==> src/rtl/pwm_multi_channel.sv <==
// pwm_multi_channel: NCH PWM channels on one shared timebase. The timebase advances on a
// prescaler clock-enable. Period, duty, mode, polarity and enables are shadowed and are
// only taken up at a cycle boundary while running.
//
// dir state | meaning
// DIR_UP    | counting up (center mode), or the only state used in edge mode
// DIR_DOWN  | center mode counting down toward the cycle boundary at 0
module pwm_multi_channel #(
  parameter int CW    = 16,
  parameter int NCH   = 4,
  parameter int PSC_W = 16
) (
  input  logic              clk,
  input  logic              reset,
  input  logic              enable,
  input  logic [PSC_W-1:0]  prescale,
  input  logic [CW-1:0]     period,
  input  logic [NCH*CW-1:0] duty,
  input  logic              center_align,
  input  logic [NCH-1:0]    polarity,
  input  logic [NCH-1:0]    ch_en,
  output logic [NCH-1:0]    pwm_out,
  output logic              cycle_start,
  output logic [CW-1:0]     count
);

  typedef enum logic {DIR_UP = 1'b0, DIR_DOWN = 1'b1} dir_e;

  localparam logic [CW-1:0]    CNT_ONE = CW'(1);
  localparam logic [PSC_W-1:0] PSC_ONE = PSC_W'(1);

  logic [PSC_W-1:0]  psc_q, psc_d, prescale_sh_q;
  logic [CW-1:0]     count_q, count_d, period_sh_q;
  dir_e              dir_q, dir_d;
  logic [NCH*CW-1:0] duty_sh_q;
  logic              center_sh_q;
  logic [NCH-1:0]    pol_sh_q, ch_en_sh_q;
  logic [NCH-1:0]    pwm_q, pwm_d;
  logic              cs_q, en_q;
  logic              tick, boundary;

  // Prescaler tick and the timebase value that the next tick would produce
  always_comb begin
    tick    = (psc_q == prescale_sh_q);
    psc_d   = tick ? '0 : psc_q + PSC_ONE;
    count_d = count_q;
    dir_d   = dir_q;
    if (period_sh_q <= CNT_ONE) begin
      // Degenerate period: the count sits at 0 and every tick is a boundary
      count_d = '0;
    end else if (!center_sh_q) begin
      count_d = (count_q >= period_sh_q - CNT_ONE) ? '0 : count_q + CNT_ONE;
    end else if (dir_q == DIR_UP) begin
      if (count_q >= period_sh_q - CNT_ONE) begin
        dir_d   = DIR_DOWN;
        count_d = count_q - CNT_ONE;
      end else begin
        count_d = count_q + CNT_ONE;
      end
    end else begin
      count_d = (count_q == '0) ? '0 : count_q - CNT_ONE;
    end
    boundary = tick && (count_d == '0);
  end

  // Per-channel compare of the current count against the shadowed duty
  always_comb begin
    pwm_d = pol_sh_q;
    for (int i = 0; i < NCH; i++) begin
      if (enable) begin
        pwm_d[i] = (ch_en_sh_q[i] & (count_q < duty_sh_q[i*CW +: CW])) ^ pol_sh_q[i];
      end
    end
  end

  // Timebase, direction, shadow registers and registered outputs
  always_ff @(posedge clk or negedge reset) begin
    if (!reset) begin
      psc_q         <= '0;
      count_q       <= '0;
      dir_q         <= DIR_UP;
      prescale_sh_q <= '0;
      period_sh_q   <= '0;
      duty_sh_q     <= '0;
      center_sh_q   <= 1'b0;
      pol_sh_q      <= '0;
      ch_en_sh_q    <= '0;
      pwm_q         <= '0;
      cs_q          <= 1'b0;
      en_q          <= 1'b0;
    end else begin
      en_q  <= enable;
      pwm_q <= pwm_d;
      if (!enable) begin
        psc_q         <= '0;
        count_q       <= '0;
        dir_q         <= DIR_UP;
        cs_q          <= 1'b0;
        prescale_sh_q <= prescale;
        period_sh_q   <= period;
        duty_sh_q     <= duty;
        center_sh_q   <= center_align;
        pol_sh_q      <= polarity;
        ch_en_sh_q    <= ch_en;
      end else begin
        // A fresh enable also marks the start of a cycle
        cs_q  <= boundary | ~en_q;
        psc_q <= psc_d;
        if (tick) begin
          count_q <= count_d;
          dir_q   <= dir_d;
        end
        if (boundary) begin
          dir_q         <= DIR_UP;
          prescale_sh_q <= prescale;
          period_sh_q   <= period;
          duty_sh_q     <= duty;
          center_sh_q   <= center_align;
          pol_sh_q      <= polarity;
          ch_en_sh_q    <= ch_en;
        end
      end
    end
  end

  assign pwm_out     = pwm_q;
  assign cycle_start = cs_q;
  assign count       = count_q;

endmodule

==> config.mk <==
export PLATFORM = sky130hd
export DESIGN_NAME = pwm_multi_channel
export DESIGN_NICKNAME = d
export VERILOG_FILES = /design/src/rtl/pwm_multi_channel.sv
export SDC_FILE = /design/constraint.sdc
export NUM_CORES = 1
export LEC_CHECK = 0
export CAP_MARGIN = 20
export CELL_PAD_IN_SITES_DETAIL_PLACEMENT = 0
export CELL_PAD_IN_SITES_GLOBAL_PLACEMENT = 1
export CORE_ASPECT_RATIO = 0.8
export CORE_MARGIN = 2
export CORE_UTILIZATION = 54
export CTS_CLUSTER_DIAMETER = 120
export DETAILED_ROUTE_END_ITERATION = 16
export DONT_BUFFER_PORTS = 1
export PLACE_DENSITY_LB_ADDON = 0.1
export SYNTH_ARGS = -nofsm -noshare
export SYNTH_HDL_FRONTEND = slang
export SYNTH_SLANG_ARGS = --single-unit
==> constraint.sdc <==
create_clock -name clk -period 17 [get_ports clk]
set_clock_uncertainty 0.15 [all_clocks]
set_input_delay 0.85 -clock clk [delete_from_list [all_inputs] [get_ports clk]]
set_output_delay 0.85 -clock clk [all_outputs]
set_load 0.01 [all_outputs]
# Word-level counts from Yosys, hierarchy flattened
# Cells that the tools add are included.
[totals]
reg_bits = 144
inputBits = 108
output_inout_bits = 21
wordCells = 76
[op_classes]
add_sub_neg = 4
n_lt_le_gt_ge = 6
eq_ne = 6
muxes = 34
bitwise = 10
n_reduce_logical = 4
[ops]
columns = ["operator", "n"]
rows = [
  ["two-way mux 16 bit", 14],
  ["two-way mux 64 bit", 2],
  ["less-than comparator 16 bit", 4],
  ["adder 16 x 1 -> 16 bit, second input constant", 2],
  ["logical NOT 16 bit", 2],
  ["subtractor 16 x 1 -> 16 bit, second input constant", 2],
  ["== test 16 bit", 1],
  [">= comparator 16 bit", 1],
  ["<= comparator 16 x 1 -> 1 bit, second input constant", 1],
  ["two-way mux 4 bit", 4],
  ["two-way mux 1 bit", 14],
  ["inequality test 3 x 1 -> 1 bit, second input constant", 2],
  ["bitwise AND 1 bit", 4],
  ["inequality test 2 x 1 -> 1 bit, second input constant", 2],
  ["bitwise XOR 1 bit", 4],
  ["inequality test 3 bit, second input constant", 1],
  ["AND reduction 3 bit", 1],
  ["logical AND 1 bit", 1],
  ["NOT 1 bit", 1],
  ["bitwise OR 1 bit", 1],
]

# Depth between registers and ports, before layout
[depth]
word_depth = 10
depth_mapped = 19
mapped_depth_nobuf = 15

# Least setup slack after synthesis
# OpenSTA, ideal clock, no wires.
[synth_timing]
path_type = "flip-flop to flip-flop"
start = "register period_sh_q[5]"
end = "register duty_sh_q[47]"
setup_ps = 127
arrival_ps = 5058
path_slack_ps = 11664
stages_incl_launch_ff = 17
path_buffers = 3
period_less_slack_ps = 5336
cell_sequence = "dfrtp_1 nor4_2 nand3b_1 or4_1 xor2_1 ha_1 and4_1 a2111o_1 o31ai_1 clkbuf_1 nand2_1 a2111oi_0 a41oi_1 o41ai_4 buf_4 buf_6 mux2_1"
[synth_between]
elab_chain_cells = 9
word_cells_on_any_way = 11
[synth_lines]
columns = ["item", "line_no", "rtl"]
rows = [
  ["start, declared", "33", "logic [CW-1:0] count_q, count_d, period_sh_q;"],
  ["start signal, assigned", "100", "period_sh_q <= period;"],
  ["start signal, assigned", "116", "period_sh_q <= period;"],
  ["subtractor 16 x 1 -> 16 bit", "52, 54", ""],
  [">= comparator 16 bit", "52, 54", ""],
  ["two-way mux 16 bit", "54", "if (count_q >= period_sh_q - CNT_ONE) begin"],
  ["two-way mux 16 bit", "53", "end else if (dir_q == DIR_UP) begin"],
  ["two-way mux 16 bit", "51", "end else if (!center_sh_q) begin"],
  ["two-way mux 16 bit (*)", "48", "if (period_sh_q <= CNT_ONE) begin"],
  ["logical NOT 16 bit (*)", "63", "boundary = tick && (count_d == '0);"],
  ["logical AND 1 bit (*)", "63", ""],
  ["inequality test 2 x 1 -> 1 bit (no source line) (*)", "n/a", ""],
  ["end signal, assigned", "101", "duty_sh_q <= duty;"],
  ["end signal, assigned", "117", "duty_sh_q <= duty;"],
  ["end, declared", "35", "logic [NCH*CW-1:0] duty_sh_q;"],
]
# Mark *: on every way between the ends. The rest lies on a longest branch, timed or not.
# A chain may end at the register's enable or synchronous reset.

# Worst setup path in the final report
[layout_timing]
start = "register period_sh_q[5]"
end = "register pol_sh_q[1]"
[layout_between]
elab_chain_cells = 9
word_cells_on_any_way = 11
[layout_lines]
columns = ["item", "line_no", "rtl"]
rows = [
  ["subtractor 16 x 1 -> 16 bit", "52, 54", ""],
  [">= comparator 16 bit", "52, 54", ""],
  ["two-way mux 16 bit", "54", ""],
  ["two-way mux 16 bit", "53", ""],
  ["two-way mux 16 bit", "51", ""],
  ["two-way mux 16 bit (*)", "48", ""],
  ["logical NOT 16 bit (*)", "63", ""],
  ["logical AND 1 bit (*)", "63", ""],
  ["inequality test 2 x 1 -> 1 bit (no source line) (*)", "n/a", ""],
  ["end signal, assigned", "103", "pol_sh_q <= polarity;"],
  ["end signal, assigned", "119", "pol_sh_q <= polarity;"],
  ["end, declared", "37", "logic [NCH-1:0] pol_sh_q, ch_en_sh_q;"],
]
# Marked as above.

==> run_results.csv <==
group,metric,value,unit
die,dieArea,17800,sq um
sta,rsz0062_at_grt,"false",
global_route,first_global_vias,6689,
detailed_routing,drt-pass1-iter-count,5,
detailed_routing,via_count,6589,
sta,setup_tns,0,ns
finish,final_area,9820,sq um
yosys,ys_types,62,
clock_tree,htree_levels,4,
global_route,overflow,0,
die,initial_core_util,54.9,%
clock_tree,cts_buffers,17,
yosys,synth_seq_cells,144,
sta,period_minus_slack,6.56,ns
placed_design,portBuffers,0,
clock_tree,cts_setup_buffers,0,
detailed_routing,viasPerCell,5.97,
sta,fmax,152,MHz
finish,syn2layout_area_growth,8.36,%
sta,drv_slew,0,
global_route,grt_pass1_wl,34.7,mm
yosys,synth_top_area_share,39.8,%
pwr,comb_power_share,10.4,%
yosys,syn-cell-area,9060,sq um
pwr,p_per_area,85.7,nW/um^2
status,status,"finished clean",
clock_tree,cts_hold_buf,1,
worst_setup_path,crit_required,17.15,ns
worst_setup_path,end_kind,"flip-flop",
worst_setup_path,worstReg2RegEnd,"pol_sh_q[1]",
clock_tree,root_buffer,"clkbuf_16",
clock_tree,cts_resized,0,
worst_setup_path,r2r_start,"period_sh_q[5]",
worst_setup_path,startpoint_type,"flip-flop",
finish,drive_gt1_share,13.2,%
pwr,p_int,0.625,mW
pwr,p_leak,4.77,nW
yosys,avgSynthCellArea,10.4,sq um
worst_setup_path,cp_max_fo,79,
die,die_w,149,microns
worst_setup_path,reg2regPathDepth,16,
placed_design,gp_congestion,0.885,
flow_run,maxCapViolCount,0,
placed_design,dpl-instance-area,9210,sq um
global_route,use_met2,38.5,%
detailed_routing,drc,0,
detailed_routing,drt_iter0_markers,475,
yosys,synth_area_leader_cell,"dfrtp_1",
yosys,syn_nets,1063,
clock_tree,path_clk_slew,0.06,ns
yosys,synth_edf_count,0,
pwr,power,0.841,mW
die,io_pins,129,
global_route,grt_max_degree,145,
die,core.rowCount,42,
detailed_routing,drt_wl_total,21.2,mm
yosys,synth_common_cells,"dfrtp_1 (144), ha_1 (82), inv_1 (73)",
yosys,synth.area.top_cells,"dfrtp_1 (40%), ha_1 (11%), mux2_2 (8.8%)",
global_route,grt.total_usage,24.9,%
worst_setup_path,arrival,6.72,ns
finish,layout.nets,1058,
global_route,antenna_found_initial,1,
sta,report.final.setup_viol,0,
clock_tree,insertion_delay,0.42,ns
clock_tree,cts.sinks,144,
global_route,met3_usage,7.15,%
detailed_routing,wl_per_cell,19.2,microns
placed_design,pre_cts_ws,10.58,ns
yosys,synth_warnings,0,
placed_design,hpwl,15.0,mm
global_route,grtUsageMet1,34.6,%
sta,max_slew_margin,31.3,%
sta,tightest_slew,1.03,ns
die,coreArea,16500,sq um
detailed_routing,drtAntennaViolNets,0,
worst_hold_path,hold_path_class,"in -> async",
sta,worst_hold_slack,0.247,ns
pwr,seq_power_share,46.6,%
yosys,synth_seq_area_share,39.8,%
yosys,ys.flop_type,"dfrtp_1",
pwr,switching_share,25.7,%
worst_setup_path,reg2reg_slack,10.44,ns
sta,finalCritPeriodShare,38.6,%
yosys,synthArstFlopShare,100,%
sta,hold_viol,0,
yosys,syn_inst,873,
yosys,yosys.cell_count.top_type,"dfrtp_1",
die,die_y,120,microns
pwr,ir_worst_vdd,62.7,uV
pwr,clock_power_share,43.0,%
worst_setup_path,worstSetupPathType,"reg -> reg",
clock_tree,cts_tree,"yes",
sta,setup_ws,10.44,ns
pwr,switchingPower,0.216,mW
clock_tree,clockBufferDepth,2,
global_route,top_usage_layer,"met2",
[routing by layer]
layer / vias to the layer above / wire length [microns]
li1: 3149 / -
met1: 3181 / 9890
met2: 229 / 9550
met3: 30 / 1450
met4: 0 / 329
met5: - / 0
[final cells by class]
type                       count  area (sq um)
antenna                        2          5.00
clock buffer                  21           460
clock inverter                11           108
fill                        1410          6690
inverter                      74           278
multi-input combinational    625          5020
sequential                   144          3600
tap                          220           275
timing repair buffer           6          62.6
[power groups by stage]
| stage | Clock, mW | Sequential [mW] | Combinational, mW |
|---|---|---|---|
| 2_1_floorplan | 0 | 0.391 | 0.0687 |
| 3_3_place_gp | 0 | 0.397 | 0.0756 |
| 3_5_place_dp | 0 | 0.398 | 0.0812 |
| 4_1_cts | 0.369 | 0.392 | 0.0891 |
| 5_1_grt | 0.385 | 0.396 | 0.100 |
| 6_report | 0.361 | 0.392 | 0.0876 |
[worst max-delay path: stages (launching register included)]
cell	delay, ns
dfrtp_1	0.41
nor4_2	0.59
nand3b_1	0.22
nor3_1	0.34
nand2_1	0.11
xor2_1	0.17
ha_1	0.31
a211oi_1	0.30
nor2_1	0.12
a2111o_1	0.46
o31a_1	0.44
o221a_2	0.36
a2111oi_0	0.42
a41oi_1	0.30
o41ai_4	0.42
buf_4	0.80
mux2_2	0.42
[flip-flops by register name, indices dropped and copies added (netlist names)]
signal,count
en_q,1
count,16
pwm_out,4
duty_sh_q,64
center_sh_q,1
period_sh_q,16
cycle_start,1
pol_sh_q,4
prescale_sh_q,16
psc_q,16
dir_q,1
ch_en_sh_q,4
[per-stage QoR]
stage / cells / utilization, %
2_1_floorplan: 873 / -
4_1_cts: 1100 / 59.4
5_1_grt: 1101 / 59.5
6_report: 1103 / 59.5
3_3_place_gp: 1067 / 55.8
3_5_place_dp: 1067 / 55.8
[worst max-delay path by stage]
stage                    from           endpoint  slack, ns
3_5_place_dp   period_sh_q[5]       duty_sh_q[4]      10.58
5_1_grt        period_sh_q[7]  prescale_sh_q[10]       9.87
3_3_place_gp   period_sh_q[5]   prescale_sh_q[9]      10.82
6_report       period_sh_q[5]        pol_sh_q[1]      10.44
4_1_cts        period_sh_q[4]       duty_sh_q[4]      10.57
2_1_floorplan  period_sh_q[5]      duty_sh_q[47]      11.66
[logic make-up after synthesis]
logic type	after synthesis	synth area share [%]
AO/OA/AOI/OAI	151	11.9
buffers and inverters	104	4.77
XOR/XNOR	48	4.64
flip-flops	144	39.8
multiplexers	113	14.0
adder cells (fa/ha/maj)	82	11.3
AND/OR/NAND/NOR	231	13.5
[layout by cell type, fill, tap and decap left out, types with 4 or more instances in the layout]
master / count
a2111o_1: 5
a211oi_1: 4
a21o_1: 32
a21oi_1: 38
a221oi_1: 5
and2_1: 6
and3_1: 10
and4_1: 11
and4b_1: 4
buf_4: 4
clkbuf_16: 17
clkinvlp_4: 4
dfrtp_1: 144
ha_1: 82
inv_1: 73
mux2_1: 39
mux2_2: 71
nand2_1: 38
nand2b_1: 9
nand3_1: 28
nand3b_1: 4
nand4_1: 7
nor2_1: 52
nor2b_1: 11
nor3_1: 26
nor4_1: 9
o211ai_1: 6
o21ai_0: 18
o221a_2: 5
o221ai_1: 5
o22ai_1: 4
o31a_1: 4
o31ai_1: 4
or3_1: 5
or4_1: 5
xnor2_1: 16
xor2_1: 32
Power figures use the tool's default switching activity.
